## config.mk

```make
export PLATFORM = sky130hd
export DESIGN_NAME = time_nmr_end
export DESIGN_NICKNAME = d
export VERILOG_FILES = /design/src/rtl/time_nmr_end.sv
export SDC_FILE = /design/constraint.sdc
export NUM_CORES = 1
export LEC_CHECK = 0
export BUFFER_PORTS_ARGS = -buffer_cell sky130_fd_sc_hd__buf_2
export CORE_MARGIN = 2
export CORE_UTILIZATION = 35
export CTS_CLUSTER_DIAMETER = 80
export DETAILED_ROUTE_END_ITERATION = 6
export GPL_TIMING_DRIVEN = 0
export SLEW_MARGIN = 20
export SYNTH_ARGS = -nofsm -noshare
export SYNTH_HDL_FRONTEND = slang
export SYNTH_SLANG_ARGS = --single-unit
```

## constraint.sdc

```tcl
create_clock -name clk_i -period 1.8 [get_ports clk_i]
set_input_delay 0.09 -clock clk_i [delete_from_list [all_inputs] [get_ports clk_i]]
set_output_delay 0.09 -clock clk_i [all_outputs]
set_load 0.1 [all_outputs]
```

## src/rtl/time_nmr_end.sv

```systemverilog
// rtl/time_nmr_end.sv - time-redundancy end stage: groups replicas by ID, votes (DMR/TMR), counts faults
module time_nmr_end #(
  parameter type         DataType     = logic,
  parameter int unsigned IDSize       = 1,
  parameter int unsigned LockTimeout  = 4,
  parameter int unsigned CounterWidth = 8
) (
  input  logic                    clk_i,
  input  logic                    rst_ni,
  input  logic [1:0]              mode_i,
  input  DataType                 data_i,
  input  logic [IDSize-1:0]       id_i,
  input  logic                    valid_i,
  output logic                    ready_o,
  output DataType                 data_o,
  output logic [IDSize-1:0]       id_o,
  output logic                    valid_o,
  input  logic                    ready_i,
  output logic                    error_o,
  output logic                    lock_o,
  output logic                    fault_detected_o,
  output logic [CounterWidth-1:0] fault_count_o,
  input  logic                    fault_count_clear_i
);

  localparam int unsigned WdW = $clog2(LockTimeout + 1);

  typedef enum logic [1:0] {IDLE, COLLECT, VOTE} state_e;

  state_e            state_q, state_d;
  DataType           slot_q [3];
  logic [IDSize-1:0] grp_id_q;
  logic [1:0]        cnt_q;
  logic [1:0]        mode_q;
  logic [WdW-1:0]    wd_q;
  logic              voted_q;

  logic              tmr_q;
  logic [1:0]        n_req;
  logic              id_match;
  logic              wd_expire;
  DataType           vote_data;
  logic              vote_err;
  logic              vote_fault;

  assign tmr_q     = (mode_q != 2'd1);
  assign n_req     = tmr_q ? 2'd3 : 2'd2;
  assign id_match  = (id_i == grp_id_q);
  assign wd_expire = (wd_q == WdW'(LockTimeout - 1));

  // A TMR group closed with only two matching copies is still a fault: a replica went missing.
  always_comb begin
    vote_data  = slot_q[0];
    vote_err   = 1'b0;
    vote_fault = 1'b0;
    case (cnt_q)
      2'd3: begin
        if (slot_q[0] == slot_q[1] && slot_q[0] == slot_q[2]) begin
          vote_data = slot_q[0];
        end else if (slot_q[0] == slot_q[1] || slot_q[0] == slot_q[2]) begin
          vote_data  = slot_q[0];
          vote_fault = 1'b1;
        end else if (slot_q[1] == slot_q[2]) begin
          vote_data  = slot_q[1];
          vote_fault = 1'b1;
        end else begin
          vote_err   = 1'b1;
          vote_fault = 1'b1;
        end
      end
      2'd2: begin
        vote_err   = (slot_q[0] != slot_q[1]);
        vote_fault = vote_err || tmr_q;
      end
      default: begin
        vote_err   = 1'b1;
        vote_fault = 1'b1;
      end
    endcase
  end

  always_comb begin
    state_d = state_q;
    ready_o = 1'b0;
    valid_o = 1'b0;
    data_o  = '0;
    id_o    = '0;
    error_o = 1'b0;
    lock_o  = 1'b0;
    case (state_q)
      IDLE: begin
        if (mode_i == 2'd0) begin
          data_o  = data_i;
          id_o    = id_i;
          valid_o = valid_i;
          ready_o = ready_i;
        end else begin
          ready_o = 1'b1;
          if (valid_i) state_d = COLLECT;
        end
      end
      COLLECT: begin
        lock_o  = 1'b1;
        ready_o = !(valid_i && !id_match);
        if (valid_i) begin
          if (!id_match || (cnt_q + 2'd1 == n_req)) state_d = VOTE;
        end else if (wd_expire) begin
          state_d = VOTE;
          lock_o  = 1'b0;
        end
      end
      VOTE: begin
        valid_o = 1'b1;
        data_o  = vote_data;
        id_o    = grp_id_q;
        error_o = vote_err;
        if (ready_i) state_d = IDLE;
      end
      default: state_d = IDLE;
    endcase
  end

  assign fault_detected_o = (state_q == VOTE) && !voted_q && vote_fault;

  always_ff @(posedge clk_i or negedge rst_ni) begin
    if (!rst_ni) begin
      state_q       <= IDLE;
      cnt_q         <= 2'd0;
      wd_q          <= '0;
      mode_q        <= 2'd2;
      grp_id_q      <= '0;
      voted_q       <= 1'b0;
      fault_count_o <= '0;
      for (int i = 0; i < 3; i++) slot_q[i] <= '0;
    end else begin
      state_q <= state_d;
      voted_q <= (state_q == VOTE) && (state_d == VOTE);
      case (state_q)
        IDLE: begin
          if (mode_i != 2'd0 && valid_i) begin
            slot_q[0] <= data_i;
            grp_id_q  <= id_i;
            mode_q    <= mode_i;
            cnt_q     <= 2'd1;
            wd_q      <= '0;
          end
        end
        COLLECT: begin
          if (valid_i && id_match) begin
            slot_q[cnt_q] <= data_i;
            cnt_q         <= cnt_q + 2'd1;
            wd_q          <= '0;
          end else if (!valid_i) begin
            wd_q <= wd_q + WdW'(1);
          end
        end
        VOTE: begin
          if (ready_i) begin
            cnt_q <= 2'd0;
            wd_q  <= '0;
          end
        end
        default: ;
      endcase
      if (fault_count_clear_i) begin
        fault_count_o <= '0;
      end else if (fault_detected_o && fault_count_o != '1) begin
        fault_count_o <= fault_count_o + CounterWidth'(1);
      end
    end
  end

endmodule

```

==> summary.txt, run 1 <==
Outcome
  – Outcome: finished, violations left
  – Violated checks: setup timing

STA
  – Worst Hold Margin: 0.0948 ns
  – Post-route worst setup slack: -0.0813 ns
  – Final clock period utilization by the worst path: 105%
  – Highest attainable clock frequency: 532 MHz
  – Max-slew violations: 0
  – Slew at the pin closest to its max-slew limit: 0.514 ns
  – Number of failing setup endpoints in the final timing report: 7
  – Setup TNS: -0.338 ns
  – Worst slew margin relative to its limit: 65.7%
  – RSZ-0062 raised after global routing: true
  – Hold Fails Final Rpt: 0
  – Final worst path period need: 1.88 ns
  – Setup Skew: 0.00955 ns

Yosys
  – Fraction of registers with async set or reset after synthesis: 100%
  – Number of nets in the synthesized netlist: 173
  – Netlist area before placement: 1440 µm²
  – Count of unique library cells instantiated by Yosys: 45
  – Synthesized instance count: 153
  – Yosys warning total: 0
  – Count of flip-flops with a built-in enable after synthesis: 0
  – Sequential area share after synthesis: 38.4%
  – Number of flip-flops and latches in the synthesized netlist: 22
  – Main flop type after synthesis: sky130_fd_sc_hd__dfrtp_1
  – Average size of a mapped cell: 9.38 µm²

Floorplanning
  – Boundary Pins: 24
  – Horizontal extent of the die: 68.0 µm
  – Overall die area: 4630 µm²
  – Placement row count: 23
  – DIE HEIGHT: 68.0 µm
  – Starting Density: 36.1%
  – Core box area: 3970 µm²

Critical path
  – CP Launch Type: flip-flop
  – Flop2flop setup slack: -0.08 ns
  – Critical-path cell list: ha_4, and3b_1, o32ai_4, o22ai_2, buf_6, or3_4, a21oi_2
  – WP data arrival: 2.08 ns
  – Critical R2R Launch: cnt_q[1]
  – Number of cells on the worst reg-to-reg path: 7
  – Reg-to-reg critical path endpoint: fault_count_o[5]
  – Type of the worst setup path: flip-flop to flip-flop
  – Start point of the critical path: cnt_q[1]
  – Data required time at the worst endpoint: 2.00 ns
  – Worst path max stage delay: 0.43 ns
  – Crit-path max FO: 8
  – Cell at the slowest stage of the critical path: sky130_fd_sc_hd__dfrtp_1
  – Category of the worst setup path capture point: flip-flop
  – Worst setup path endpoint: fault_count_o[5]

CTS
  – Total number of clock tree sinks: 22
  – Clock latency on the worst-skew pair: 0.27 ns
  – Root Buffer: sky130_fd_sc_hd__clkbuf_8
  – Clock-pin transition on the worst setup and hold timing paths: 0.09 ns
  – Clock tree from TritonCTS: built
  – Max Buffers Root-to-Sink: 2
  – H-tree levels: 1
  – Total clock buffers created by CTS: 3

Placed design
  – Half-perimeter wire length after detailed placement: 2.41 mm
  – Post-Place Cells: 224
  – Input/output buffers: 21
  – Routability congestion estimate: 0.807

Layout
  – Non-filler instance count after layout: 239
  – Share of cells above drive strength 1: 42.9%
  – Core utilization of the finished layout: 48.7%
  – Final nets: 210
  – Area added between synthesis and finish: 34.7%
  – Antenna fix cells: 0

Routing
  – Routed len/inst: 13.8 µm
  – Initial DRC Count: 42
  – Routed Wire Length: 3.29 mm
  – Vias per Instance: 5.20
  – Via count of the routed design: 1,243
  – Remaining antenna violation count after routing: 0
  – First-pass iteration count of the detailed router: 4
  – DRC violation count after routing: 0

Global routing
  – Pin count of the biggest net entering global routing: 23
  – Global-route wire length before repair: 5.59 mm
  – GRT Overall Usage: 15.7%
  – Remaining global-route overflow: 0
  – Vias in the first global route: 1,299
  – Initial antenna violation count: 0

Worst hold path
  – Worst min-delay path category: primary input to flip-flop

Pwr
  – Static leakage: 0.871 nW
  – Total power divided by cell area: 1570 nW/µm²
  – PnR Total Power: 3.04 mW
  – IR Drop Worst-Case VDD: 0.536 mV

Run
  – Max-cap check violation count: 0
[per-stage QoR]
| step | setup WS [ns] | instance area [µm²] |
|---|---|---|
| finish | -0.0813 | 1930 |
| global route | -0.165 | 1930 |
| CTS | -0.102 | 1890 |
| detailed placement | -0.252 | 1660 |
| global placement | -0.171 | 1660 |
| floorplan | -0.0536 | 1490 |
[power by group]
part / internal (mW) / total [mW] / switching (mW)
Sequential: 0.625 / 0.742 / 0.117
Combinational: 0.722 / 1.83 / 1.11
Clock: 0.297 / 0.469 / 0.171
Total: 1.64 / 3.04 / 1.40
[cells in the mapped netlist, drive strengths merged, types with 2 or more instances]
| master | instances | area [µm²] |
|---|---|---|
| nand2 | 11 | 41.3 |
| dfrtp | 21 | 526 |
| a32o | 2 | 20.0 |
| nand3 | 9 | 45.0 |
| buf | 3 | 22.5 |
| or2 | 2 | 12.5 |
| or4 | 2 | 15.0 |
| clkbuf | 3 | 11.3 |
| nor3 | 4 | 20.0 |
| o21ai | 10 | 50.0 |
| mux2i | 3 | 30.0 |
| ha | 11 | 138 |
| nor2b | 3 | 18.8 |
| and2b | 2 | 17.5 |
| xnor2 | 4 | 35.0 |
| a211oi | 2 | 15.0 |
| nand2b | 3 | 26.3 |
| inv | 11 | 41.3 |
| a21oi | 10 | 50.1 |
| or3 | 3 | 18.8 |
| mux2 | 7 | 78.8 |
| nor2 | 9 | 33.8 |
[worst min-delay path by stage]
stage / start / end / slack [ns] / cells past startpoint
global route: id_i / grp_id_q / 0.10 / 2
global placement: rst_ni / state_q[1] / 0.09 / 1
detailed placement: rst_ni / state_q[0] / 0.10 / 1
CTS: id_i / grp_id_q / 0.09 / 2
finish: id_i / grp_id_q / 0.09 / 2
floorplan: rst_ni / cnt_q[0] / -0.21 / 0
[area by class of cell]
type	count	area, µm²
flip-flops and latches	22	561
repair buffers	33	235
clock buffers	3	41.3
well taps	50	62.6
multi-input cells	114	918
clock inverters	1	30.0
fillers	390	2040
plain buffers	5	41.3
inverters	11	43.8
[cell usage in the layout (no fill, tap or decap), drive strengths merged, types with 4 or more instances in the layout]
cell type and n:
o21ai 10, nor2 9, mux2 7, nor3 4
dfrtp 21, clkbuf 6, nand2 11, ha 11
a21oi 10, inv 11, xnor2 4, buf 34
nand3 9
[per-layer routing]
layer	track usage (%)	up-vias	wire length, µm
met3	3.13	6	140
met5	0	-	0
met2	27.8	27	1590
met1	18.8	600	1480
met4	5.75	0	72
li1	-	610	-
[critical path: cells and delay by family, from the launching register on]
kind,cells,cell delay [ns]
adders and majority gates,1,0.19
AOI/OAI and AO/OA,3,0.55
and+or+nand+nor,2,0.50
buffers and inverters,1,0.15
DFF,1,0.43
[state kept, by name (all words and copies together) (netlist names)]
name / cells
fault_count_o: 8
voted_q: 1
slot_q: 3
mode_q: 2
cnt_q: 2
grp_id_q: 1
state_q: 2
wd_q: 3
[cell families after synthesis]
kind of cell	after synthesis	share of synthesized area [%]
mux	10	7.59
xor+xnor	5	3.05
buf+inv	17	5.23
simple gates	54	20.5
compound gates	34	15.6
fa+ha+maj	11	9.59
flops	22	38.4
[timing repair]
action | in CTS | in global routing
gates resized for setup | 23 | 16
hold endpoints to repair | 21 | 0
buffers inserted | 10 | 1
hold buffers | 1 | 0
pin swaps | 3 | 1
setup endpoints to repair | 17 | 18
(Power assumes the default switching activity.)
==> run 2: changes to the inputs <==
--- a/config.mk
+++ b/config.mk
@@ -6,7 +6,6 @@
 export NUM_CORES = 1
 export LEC_CHECK = 0
 export BUFFER_PORTS_ARGS = -buffer_cell sky130_fd_sc_hd__buf_2
-export CORE_MARGIN = 2
 export CORE_UTILIZATION = 35
 export CTS_CLUSTER_DIAMETER = 80
 export DETAILED_ROUTE_END_ITERATION = 6
==> constraint.sdc (replaced) <==
create_clock -name clk_i -period 1.8 [get_ports clk_i]
set_input_delay 0.09 -clock clk_i [delete_from_list [all_inputs] [get_ports clk_i]]
set_output_delay 0.09 -clock clk_i [all_outputs]
set_load 0.02 [all_outputs]
==> summary.txt, run 2 (synthesis gave the netlist of run 1 again) <==
Outcome
  – Violated checks: setup timing
  – Outcome: finished, violations left

Global routing
  – Met3 routing resource usage after global routing: 2.59% (-0.54 points)
  – Global-route wire length before repair: 5.27 mm (-5.7%)
  – GRT Overall Usage: 15.9% (+0.15 points)
  – Pin count of the biggest net entering global routing: 23 (unchanged)
  – M2 GR Usage: 25.1% (-2.7 points)
  – Initial antenna violation count: 0 (unchanged)
  – Most utilized layer in the global route result: met2
  – Global-route met1 utilization: 21.7% (+3.0 points)
  – Remaining global-route overflow: 0 (unchanged)
  – Vias in the first global route: 1,159 (-11%)

STA
  – Hold Fails Final Rpt: 0 (unchanged)
  – Final worst path period need: 1.93 ns (+0.0476 ns)
  – Worst Hold Margin: 0.0916 ns (-0.00322 ns)
  – Slew at the pin closest to its max-slew limit: 0.492 ns (-0.0226 ns)
  – Worst slew margin relative to its limit: 67.2% (+1.5 points)
  – Post-route worst setup slack: -0.129 ns (-0.0476 ns)
  – RSZ-0062 raised after global routing: true
  – Max-slew violations: 0 (unchanged)
  – Highest attainable clock frequency: 518 MHz (-2.5%)
  – Setup Skew: 0.00709 ns (-0.00246 ns)
  – Number of failing setup endpoints in the final timing report: 8 (+1)
  – Final clock period utilization by the worst path: 107% (+2.6 points)

Floorplanning
  – Horizontal extent of the die: 66.0 µm (-2.9%)
  – DIE HEIGHT: 66.0 µm (-2.9%)
  – Overall die area: 4360 µm² (-5.8%)
  – Starting Density: 37.8% (+1.6 points)
  – Boundary Pins: 24 (unchanged)
  – Core box area: 3800 µm² (-4.3%)
  – Placement row count: 22 (-4.3%)

CTS
  – H-tree levels: 1 (unchanged)
  – Total number of clock tree sinks: 22 (unchanged)
  – Root Buffer: sky130_fd_sc_hd__clkbuf_8
  – Clock tree from TritonCTS: built
  – Max Buffers Root-to-Sink: 2 (unchanged)
  – Clock-pin transition on the worst setup and hold timing paths: 0.08 ns (about the same)
  – Clock latency on the worst-skew pair: 0.26 ns (about the same)
  – Total clock buffers created by CTS: 3 (unchanged)

Run
  – Max-cap check violation count: 0 (unchanged)

Layout
  – Area taken by flip-flops and latches: 553 µm² (-1.3%)
  – Final nets: 214 (+1.9%)
  – Antenna fix cells: 0 (unchanged)
  – Final-layout fill cell count: 359 (-7.9%)
  – Reg with most FFs: fault_count_o
  – Area added between synthesis and finish: 28.5%
  – Max reg flops: 8 (unchanged)
  – Largest regs: fault_count_o (8), slot_q (3), wd_q (3)
  – Most frequent cells in the layout: sky130_fd_sc_hd__buf_2, sky130_fd_sc_hd__dfrtp_1, sky130_fd_sc_hd__buf_4, sky130_fd_sc_hd__nand2_1
  – Area used by multi-input combinational logic: 885 µm² (-3.7%)
  – Share of cells above drive strength 1: 36.8% (-6.1 points)
  – Most frequent standard cell in the layout excluding fill and tap cells: sky130_fd_sc_hd__buf_2

Routing
  – Vias per Instance: 5.18 (-0.35%)
  – Via count of the routed design: 1,249 (+0.48%)
  – DRC violation count after routing: 0 (unchanged)
  – Remaining antenna violation count after routing: 0 (unchanged)
  – First-pass iteration count of the detailed router: 4 (unchanged)
  – Initial DRC Count: 64 (+52%)
  – Routed len/inst: 13.0 µm (-5.7%)
  – Routed Wire Length: 3.13 mm (-4.9%)

Pwr
  – IR Drop Worst-Case VDD: 0.401 mV (-25%)
  – Total power divided by cell area: 1260 nW/µm² (-20%)
  – Static leakage: 0.875 nW (+0.51%)

Placed design
  – Input/output buffers: 21 (unchanged)
  – Half-perimeter wire length after detailed placement: 2.23 mm (-7.6%)
  – Worst setup slack after placement: -0.200 ns (+0.0522 ns)
  – Routability congestion estimate: 0.831 (+3.0%)

Critical path
  – Crit-path max FO: 8 (unchanged)
  – Data required time at the worst endpoint: 1.99 ns (about the same)
  – CP Launch Type: flip-flop
  – Type of the worst setup path: flip-flop to flip-flop
  – WP data arrival: 2.12 ns (+0.04 ns)
  – Category of the worst setup path capture point: flip-flop

Worst hold path
  – Worst min-delay path category: primary input to flip-flop
run 2: cell types whose count changed in the layout (fill, tap and decap cells not counted), moves of 3 or more:
cell and change:
sky130_fd_sc_hd__dfrtp_1 +6, sky130_fd_sc_hd__buf_2 +9, sky130_fd_sc_hd__dfrtp_2 -6, sky130_fd_sc_hd__a21oi_2 -3
sky130_fd_sc_hd__a21oi_1 +3
run 2: worst max-delay path: stages, from the launching register on:
cell                       delay (ns)
sky130_fd_sc_hd__dfrtp_1         0.40
sky130_fd_sc_hd__inv_2           0.07
sky130_fd_sc_hd__ha_1            0.15
sky130_fd_sc_hd__buf_6           0.14
sky130_fd_sc_hd__nand2b_4        0.07
sky130_fd_sc_hd__o32ai_4         0.30
sky130_fd_sc_hd__o22ai_2         0.15
sky130_fd_sc_hd__buf_6           0.15
sky130_fd_sc_hd__or3_1           0.30
sky130_fd_sc_hd__a21oi_1         0.13
run 2: worst paths after layout:
| path | startpoint | to | slack, ns | cells past startpoint |
|---|---|---|---|---|
| max in group asynchronous | rst_ni | mode_q[1] | 1.12 | 2 |
| setup / recovery | state_q[0] | fault_count_o[2] | -0.13 | 9 |
| min in group asynchronous | rst_ni | cnt_q[0] | 0.32 | 2 |
| hold reg to reg | mode_q[1] | mode_q[1] | 0.47 | 2 |
| setup reg to reg | state_q[0] | fault_count_o[2] | -0.13 | 9 |
| hold / removal | mode_i[1] | mode_q[1] | 0.09 | 3 |
run 2: area by class of cell:
class                           count  area share [%]
Buffer                              6            2.31
Sequential cell                    22            30.0
Inverter                           11            2.24
Timing Repair Buffer               36            11.8
Multi-Input combinational cell    114            48.0
Tap cell                           48            3.26
Clock buffer                        4            2.44
run 2: what timing repair did:
| action | CTS | global route |
|---|---|---|
| hold buffers | 1 | 0 |
| hold endpoints to repair | 21 | 0 |
| cloned | 0 | 0 |
| pin swaps | 4 | 6 |
| endpoints found under the setup margin | 12 | 16 |
| gates resized for setup | 3 | 18 |
| setup buffers | 9 | 5 |
run 2: power by group:
group	internal [mW]	leakage, nW	switching [mW]
sequential	0.624	0.286	0.114
clock	0.158	0.0228	0.161
combinational	0.597	0.566	0.676
run 2: through the flow:
stage	setup TNS (ns)	instances	area [µm²]	utilization (%)	total power, mW
after floorplan	-0.145	153	1480	-	1.57
after global routing	-1.36	241	1840	48.6	2.52
final	-0.651	241	1840	48.6	2.33
after CTS	-0.559	236	1780	46.7	2.27
after detailed placement	-1.01	222	1640	43.2	1.83
after global placement	-0.853	222	1640	43.2	1.81
run 2: layer usage:
layer | vias to the layer above | part of all wire (%)
li1 | 620 | -
met1 | 606 | 48
met2 | 19 | 48
met3 | 4 | 2.9
met4 | 0 | 0.83
met5 | - | 0
